**config.mk**
```make
export PLATFORM = sky130hd
export DESIGN_NAME = spi_pwm_cmd_master
export DESIGN_NICKNAME = d
export VERILOG_FILES = /design/src/rtl/spi_pwm_cmd_master.sv
export SDC_FILE = /design/constraint.sdc
export NUM_CORES = 1
export LEC_CHECK = 0
export CAP_MARGIN = 20
export CORE_UTILIZATION = 40
export DETAILED_ROUTE_END_ITERATION = 10
export SLEW_MARGIN = 20
export SYNTH_ARGS = -nofsm -noshare
export SYNTH_HDL_FRONTEND = slang
export SYNTH_SLANG_ARGS = --single-unit
```
**constraint.sdc**
```tcl
create_clock -name clk -period 2.1 [get_ports clk]
set_input_delay 0.21 -clock clk [delete_from_list [all_inputs] [get_ports clk]]
set_output_delay 0.21 -clock clk [all_outputs]
set_load 0.01 [all_outputs]
```
**src/rtl/spi_pwm_cmd_master.sv**
```systemverilog
// SPI mode-0 initiator: serialises channel/level commands into 16-bit frames for the
// PWM driver's slave port and returns the word shifted in on miso during each frame.
module spi_pwm_cmd_master #(
   parameter int unsigned HALF = 4,
   parameter int unsigned GAP  = 4
) (
   input  logic        clk,
   input  logic        reset,
   input  logic        cmd_valid,
   output logic        cmd_ready,
   input  logic [2:0]  cmd_chan,
   input  logic [7:0]  cmd_level,
   output logic        sclk,
   output logic        cs,
   output logic        mosi,
   input  logic        miso,
   output logic [15:0] rx_data,
   output logic        rx_valid,
   output logic        busy
);

   localparam int unsigned FRAME_W = 16;
   localparam int unsigned CNT_W   = 8;
   localparam int unsigned IDX_W   = 4;
   localparam logic [CNT_W-1:0] HALF_LOAD = CNT_W'(HALF - 1);
   localparam logic [CNT_W-1:0] GAP_LOAD  = CNT_W'(GAP - 1);
   localparam logic [IDX_W-1:0] IDX_MSB   = IDX_W'(FRAME_W - 1);

   typedef enum logic [2:0] {
      S_IDLE,
      S_SETUP,
      S_HIGH,
      S_LOW,
      S_GAP
   } state_t;

   state_t             state;
   state_t             state_nxt;
   logic [CNT_W-1:0]   phase_cnt;
   logic [CNT_W-1:0]   phase_cnt_nxt;
   logic [IDX_W-1:0]   bit_idx;
   logic [IDX_W-1:0]   bit_idx_nxt;
   logic               last_bit;
   logic               last_bit_nxt;
   logic [FRAME_W-1:0] word;
   logic [FRAME_W-1:0] word_nxt;
   logic [FRAME_W-1:0] rx_shift;
   logic [FRAME_W-1:0] rx_shift_nxt;
   logic [FRAME_W-1:0] rx_data_nxt;
   logic               sclk_nxt;
   logic               cs_nxt;
   logic               mosi_nxt;
   logic               rx_valid_nxt;
   logic               busy_nxt;
   logic               handshake;
   logic               phase_done;

   assign cmd_ready  = (state == S_IDLE) && !reset;
   assign handshake  = cmd_valid && cmd_ready;
   assign phase_done = (phase_cnt == '0);

   // State register
   always_ff @(posedge clk) begin
      if (reset) state <= S_IDLE;
      else       state <= state_nxt;
   end

   // Next-state: every timed state advances when its phase counter reaches zero
   always_comb begin
      state_nxt = state;
      case (state)
         S_IDLE:  if (handshake)  state_nxt = S_SETUP;
         S_SETUP: if (phase_done) state_nxt = S_HIGH;
         S_HIGH:  if (phase_done) state_nxt = S_LOW;
         S_LOW:   if (phase_done) state_nxt = last_bit ? S_GAP : S_HIGH;
         S_GAP:   if (phase_done) state_nxt = S_IDLE;
         default:                 state_nxt = S_IDLE;
      endcase
   end

   // Output/datapath next values; edge actions happen on the transition into each state
   always_comb begin
      phase_cnt_nxt = phase_done ? phase_cnt : phase_cnt - CNT_W'(1);
      bit_idx_nxt   = bit_idx;
      last_bit_nxt  = last_bit;
      word_nxt      = word;
      rx_shift_nxt  = rx_shift;
      rx_data_nxt   = rx_data;
      sclk_nxt      = sclk;
      cs_nxt        = cs;
      mosi_nxt      = mosi;
      rx_valid_nxt  = 1'b0;
      busy_nxt      = busy;
      case (state)
         S_IDLE: begin
            if (handshake) begin
               word_nxt      = {5'b00000, cmd_chan, cmd_level};
               mosi_nxt      = word_nxt[FRAME_W-1];
               cs_nxt        = 1'b0;
               sclk_nxt      = 1'b0;
               busy_nxt      = 1'b1;
               bit_idx_nxt   = IDX_MSB;
               last_bit_nxt  = 1'b0;
               rx_shift_nxt  = '0;
               phase_cnt_nxt = HALF_LOAD;
            end
         end
         S_SETUP: begin
            if (phase_done) begin
               sclk_nxt      = 1'b1;
               rx_shift_nxt  = {rx_shift[FRAME_W-2:0], miso};
               phase_cnt_nxt = HALF_LOAD;
            end
         end
         S_HIGH: begin
            if (phase_done) begin
               sclk_nxt      = 1'b0;
               phase_cnt_nxt = HALF_LOAD;
               if (bit_idx != '0) begin
                  bit_idx_nxt = bit_idx - IDX_W'(1);
                  mosi_nxt    = word[bit_idx_nxt];
               end else begin
                  last_bit_nxt = 1'b1;
               end
            end
         end
         S_LOW: begin
            if (phase_done) begin
               if (last_bit) begin
                  cs_nxt        = 1'b1;
                  mosi_nxt      = 1'b0;
                  rx_data_nxt   = rx_shift;
                  rx_valid_nxt  = 1'b1;
                  phase_cnt_nxt = GAP_LOAD;
               end else begin
                  sclk_nxt      = 1'b1;
                  rx_shift_nxt  = {rx_shift[FRAME_W-2:0], miso};
                  phase_cnt_nxt = HALF_LOAD;
               end
            end
         end
         S_GAP: begin
            if (phase_done) busy_nxt = 1'b0;
         end
         default: begin
            cs_nxt   = 1'b1;
            sclk_nxt = 1'b0;
            mosi_nxt = 1'b0;
            busy_nxt = 1'b0;
         end
      endcase
   end

   // Registered outputs and datapath
   always_ff @(posedge clk) begin
      if (reset) begin
         phase_cnt <= '0;
         bit_idx   <= '0;
         last_bit  <= 1'b0;
         word      <= '0;
         rx_shift  <= '0;
         rx_data   <= '0;
         sclk      <= 1'b0;
         cs        <= 1'b1;
         mosi      <= 1'b0;
         rx_valid  <= 1'b0;
         busy      <= 1'b0;
      end else begin
         phase_cnt <= phase_cnt_nxt;
         bit_idx   <= bit_idx_nxt;
         last_bit  <= last_bit_nxt;
         word      <= word_nxt;
         rx_shift  <= rx_shift_nxt;
         rx_data   <= rx_data_nxt;
         sclk      <= sclk_nxt;
         cs        <= cs_nxt;
         mosi      <= mosi_nxt;
         rx_valid  <= rx_valid_nxt;
         busy      <= busy_nxt;
      end
   end

endmodule

```
### Word level (Yosys, flattened, before mapping)

Cells that the tools add are included.

| operators by class | value |
|---|---|
| add/sub/neg operators | 2 |
| $lt $le $gt $ge | 1 |
| equality and inequality tests | 13 |
| multiplexer cells | 42 |
| bitwise operators | 6 |
| reductions and logical operators | 22 |

Operator list:

| cell | count |
|---|---|
| $mux W16 | 4 |
| $pmux W16 S3 | 1 |
| $mux W8 | 3 |
| $mux W3 | 6 |
| $ne A2 B2 Y1 const B | 9 |
| $mux W1 | 16 |
| $pmux W8 S2 | 1 |
| $pmux W3 S5 | 1 |
| $mux W4 | 3 |
| $reduce_and A4 Y1 | 3 |
| $reduce_and A6 Y1 | 2 |
| $reduce_and A5 Y1 | 2 |
| $reduce_or A3 Y1 | 3 |
| $logic_not A8 Y1 | 1 |
| $pmux W4 S2 | 1 |
| $sub A8 B1 Y8 const B | 1 |
| $eq A3 B2 Y1 const B | 2 |
| $not A1 Y1 | 6 |
| $pmux W1 S3 | 2 |
| $reduce_and A3 Y1 | 2 |
| $lt A4 B5 Y1 const B | 1 |
| $pmux W1 S5 | 1 |
| $bmux W1 S4 | 1 |
| $pmux W1 S4 | 1 |
| other kinds (12) | 13 |

| storage, ports and cells | value |
|---|---|
| flip-flop bits (word level) | 64 |
| output and inout port bits | 22 |
| logic and storage cells | 98 |

### Longest topological paths before layout

| depth | value |
|---|---|
| word-level depth | 6 |
| mapped depth | 8 |
| mapped depth without buffers | 8 |

### Least setup slack after synthesis

Ideal clock, no wire load.

| timing path | value |
|---|---|
| path kind | flip-flop to flip-flop |
| start | register phase_cnt[0] |
| end | register phase_cnt[0] |
| setup time | 0.086 ns |
| arrival time | 1.830 ns |
| path slack | 0.185 ns |
| cell stages (with the launch flop) | 9 |
| period minus slack after synthesis | 1.915 ns |
| cells stage by stage | dfxtp_1 > inv_1 > ha_1 > or3b_2 > nor2_4 > inv_2 > ha_1 > nor2_1 > a211oi_1 |

| between the ends | value |
|---|---|
| longest elaborated chain between the ends | 4 |

RTL lines:

| what | RTL line | RTL |
|---|---|---|
| from (decl) | 39 | `logic [CNT_W-1:0] phase_cnt;` |
| from (signal assigned) | 169 | `phase_cnt <= phase_cnt_nxt;` |
| $sub A8 B1 Y8 or $logic_not A8 Y1 (tied branches) | 83, 60 |  |
| $mux W8 | 83 | `phase_cnt_nxt = phase_done ? phase_cnt : phase_cnt - CNT_W'(1);` |
| $mux W8, on equally long branches | 109, 116, 96 |  |
| $pmux W8 S2 * | 94 | `case (state)` |

Mark *: on every way between the ends. The rest lies on a longest branch, timed or not.
A chain may end at the register's enable or synchronous reset.

### Worst setup path in the final report

| timing path | value |
|---|---|
| start | register state[0] |
| end | output cmd_ready |

| between the ends | value |
|---|---|
| longest elaborated chain between the ends | 2 |

RTL lines:

| what | RTL line | RTL |
|---|---|---|
| from (decl) | 37 | `state_t state;` |
| from (signal assigned) | 65 | `else state <= state_nxt;` |
| $logic_not A3 Y1 | 58 | `assign cmd_ready = (state == S_IDLE) && !reset;` |
| $logic_and A1 B1 Y1 | 58 |  |
| to (decl) | 10 | `output logic cmd_ready,` |

No other way between the ends.

==> summary.md <==
| Metric | Value |
|---|---|
| Pins Over Slew Limit | `0` |
| Min cycle time layout | `1.981 ns` |
| Reg2reg setup slack | `0.15 ns` |
| Post-synth cell types | `58` |
| TritonCTS Buffers | `9` |
| Synth area leaders | `dfxtp_1 (44%), mux2i_1 (6.2%), a21oi_1 (4.8%)` |
| CP max-delay cell | `clkdlybuf4s50_1` |
| First-pass GRT wire length | `11,430 um` |
| Top layer in use | `met4` |
| Final wirelength | `6513 um` |
| Setup WS post-layout | `0.1188 ns` |
| Synth area leader | `dfxtp_1` |
| Hold Startpoint | `reset` |
| Die area | `7666 um^2` |
| Commonest non-fill, non-tap cell in the layout | `dfxtp_1` |
| Slew headroom | `55.98%` |
| Crit start category | `flop` |
| Reg2Reg Depth | `8` |
| Worst-path clk slew | `0.07 ns` |
| Clk root buf | `clkbuf_8` |
| Post-route ant nets | `0` |
| Post-CTS setup buffers | `0` |
| Hpwl dp | `4328 um` |
| First-pass DRT Iterations | `4` |
| Number of global-route vias before repair | `2,388` |
| Initial antenna violation count | `0` |
| Clock skew | `0.01034 ns` |
| Critical Path End Type | `primary output` |
| Hold Path Sink | `sclk$_SDFFE_PP0P_` |
| Pwr Total | `4.345 mW` |
| Final worst-path cycle share | `94.34%` |
| Final #Nets | `384` |
| Row cnt | `30` |
| Total nets after synthesis | `344` |
| Vias per std cell | `5.309` |
| Initial drt markers | `100` |
| Post-synth EDFFs | `0` |
| Final setup fails | `0` |
| Post-route DRC | `0` |
| Flops & latches, synth | `64` |
| M1 WL | `3180 um` |
| WP data arrival | `1.77 ns` |
| Share of cells above drive strength 1 | `13.78%` |
| IO Pins | `37` |
| Initial Util | `42.16%` |
| Area growth syn-to-layout | `26.32%` |
| Setup_tns | `0 ns` |
| H-tree depth | `3` |
| PortBufs | `36` |
| Cell Chain, Critical Path | `nor4_4 > clkdlybuf4s50_1` |
| Setup slack at placement | `-0.07084 ns` |
| Worst EP required | `1.89 ns` |
| LEAKAGE | `1.467 nW` |
| WL met2 | `2955 um` |
| Overall routing resource usage | `19.17%` |
| Hold Crit Class | `in -> reg` |
| Core ar. | `6944 um^2` |
| Mapped Area | `2928 um^2` |
| Synth Instances | `325` |
| Final Util | `53.26%` |
| Longest Clk Path Bufs | `2` |
| Vert. Die Dim | `87.56 um` |
| RSZ-0062 raised after global routing | `no` |
| Register area share after synthesis | `43.76%` |
| CTS tree | `yes` |
| Hold buffers post-CTS | `0` |
| Die width | `87.56 um` |
| Reg-to-reg endpoint | `phase_cnt[0]$_SDFF_PP0_` |
| Worst hold slack | `0.1780 ns` |
| VDD IR-drop max | `530.9 uV` |
| Syn_area_per_cell | `9.009 um^2` |
| Max stage delay on crit path | `0.61 ns` |
| WS Path Type | `reg -> out` |
| Met3 WL | `276 um` |
| Sink Count | `64` |
| Main synth FF type | `dfxtp_1` |
| Worst Max-Slew Pin Slew | `0.6565 ns` |
| Final-report hold violation count | `0` |
| Fmax | `504.8 MHz` |
| Async SR Flop Fraction | `0%` |
| Largest net degree at the start of global routing | `56` |
| Reg-to-reg startpoint | `phase_cnt[0]$_SDFF_PP0_` |
| GP Congestion | `0.7880` |
| Outcome | `complete, no violations` |
| DR vias | `2,474` |
| Max_cap viols | `0` |
| Routed WL per cell | `13.98 um` |
| Crit Path Max Fanout | `11` |
| Most frequent cells in the layout | `dfxtp_1 (64), clkdlybuf4s50_1 (35), nor2_1 (32), nand2_1 (29), a21oi_1 (28)` |
| PwrDens | `1175 nW/um^2` |
| Worst Hold Path Cells | `2` |
| Worst skew pair latency | `0.34 ns` |
| Share of the synthesized area in the top cell type | `43.76%` |
| Total gr overflow | `0` |
| Yosys warnings | `0` |
| Ant. Diodes | `0` |
==> cell type report <==
cell class / instances / area, um^2
fill: 654 / 3246
clock inverter: 6 / 115.1
timing repair buffer: 52 / 488.0
clock buffer: 10 / 137.6
multi-input combinational: 232 / 1534
sequential: 64 / 1281
tap: 96 / 120.1
inverter: 6 / 22.52
==> routing by layer <==
| layer | vias to the layer above | track usage [%] |
|---|---|---|
| met2 | 57 | 29.19 |
| li1 | 1243 | - |
| met4 | 0 | 9.538 |
| met3 | 7 | 3.582 |
| met1 | 1167 | 26.12 |
| met5 | - | 0 |
==> registers in the layout, indices dropped and copies added (netlist names) <==
signal / flops
rx_data: 16
rx_shift: 16
word: 11
phase_cnt: 8
bit_idx: 4
state: 3
busy: 1
cs: 1
last_bit: 1
mosi: 1
rx_valid: 1
sclk: 1
==> what timing repair did <==
| action | 4_1_cts | 5_1_grt |
|---|---|---|
| endpoints found under the setup margin | 16 | 1 |
| gates cloned | 0 | 0 |
| gates resized for setup | 1 | 1 |
==> per-stage QoR <==
step | cells | area [um^2]
3_5_place_dp | 450 | 3433
3_3_place_gp | 450 | 3433
2_1_floorplan | 325 | 2928
6_report | 466 | 3699
4_1_cts | 466 | 3690
5_1_grt | 466 | 3699
==> kinds of logic (layout without fill, tap and decap cells) <==
kind of cell | count (synthesis) | after routing | synth area share, %
xor+xnor | 7 | 7 | 2.094
simple gates | 127 | 127 | 24.57
flops | 64 | 64 | 43.76
mux | 20 | 20 | 7.692
buf+inv | 29 | 74 | 4.274
fa+ha+maj | 4 | 4 | 1.709
compound gates | 74 | 74 | 15.90
==> critical path, delay by kind of cell, from the launching register on <==
| family | cells | cell delay [ns] |
|---|---|---|
| AND/OR/NAND/NOR | 1 | 0.38 |
| buffers and inverters | 1 | 0.61 |
| flip-flops | 1 | 0.44 |
==> synthesized netlist by cell type, types with 3 or more instances <==
cell type,number
xnor2_1,5
nand2_1,29
a21oi_1,28
nor2_1,32
ha_1,4
nand2b_1,5
nand3b_1,12
clkbuf_1,15
nor3_1,5
mux2i_1,18
nand3_1,3
buf_2,4
o31ai_1,3
nand4_1,18
dfxtp_1,64
o21ai_0,21
inv_1,5
o21a_1,3
==> report_power, final <==
part	internal (mW)	total, mW	leakage (nW)	switching (mW)
Sequential	1.36	1.53	0.521	0.170
Combinational	0.649	1.49	0.823	0.842
Clock	0.827	1.33	0.123	0.501
==> how the worst max path moves through the flow <==
stage | from | to | slack [ns] | depth (start not counted)
3_3_place_gp | phase_cnt[0]$_SDFF_PP0_ | rx_shift[0]$_SDFFE_PP0P_ | 0.02 | 6
4_1_cts | state[0]$_SDFFE_PP0P_ | cmd_ready | 0.005 | 2
3_5_place_dp | phase_cnt[0]$_SDFF_PP0_ | rx_shift[15]$_SDFFE_PP0P_ | -0.07 | 6
5_1_grt | state[0]$_SDFFE_PP0P_ | cmd_ready | 0.04 | 2
6_report | state[0]$_SDFFE_PP0P_ | cmd_ready | 0.12 | 2
2_1_floorplan | phase_cnt[0]$_SDFF_PP0_ | phase_cnt[0]$_SDFF_PP0_ | 0.18 | 8
Power figures use the tool's default switching activity.
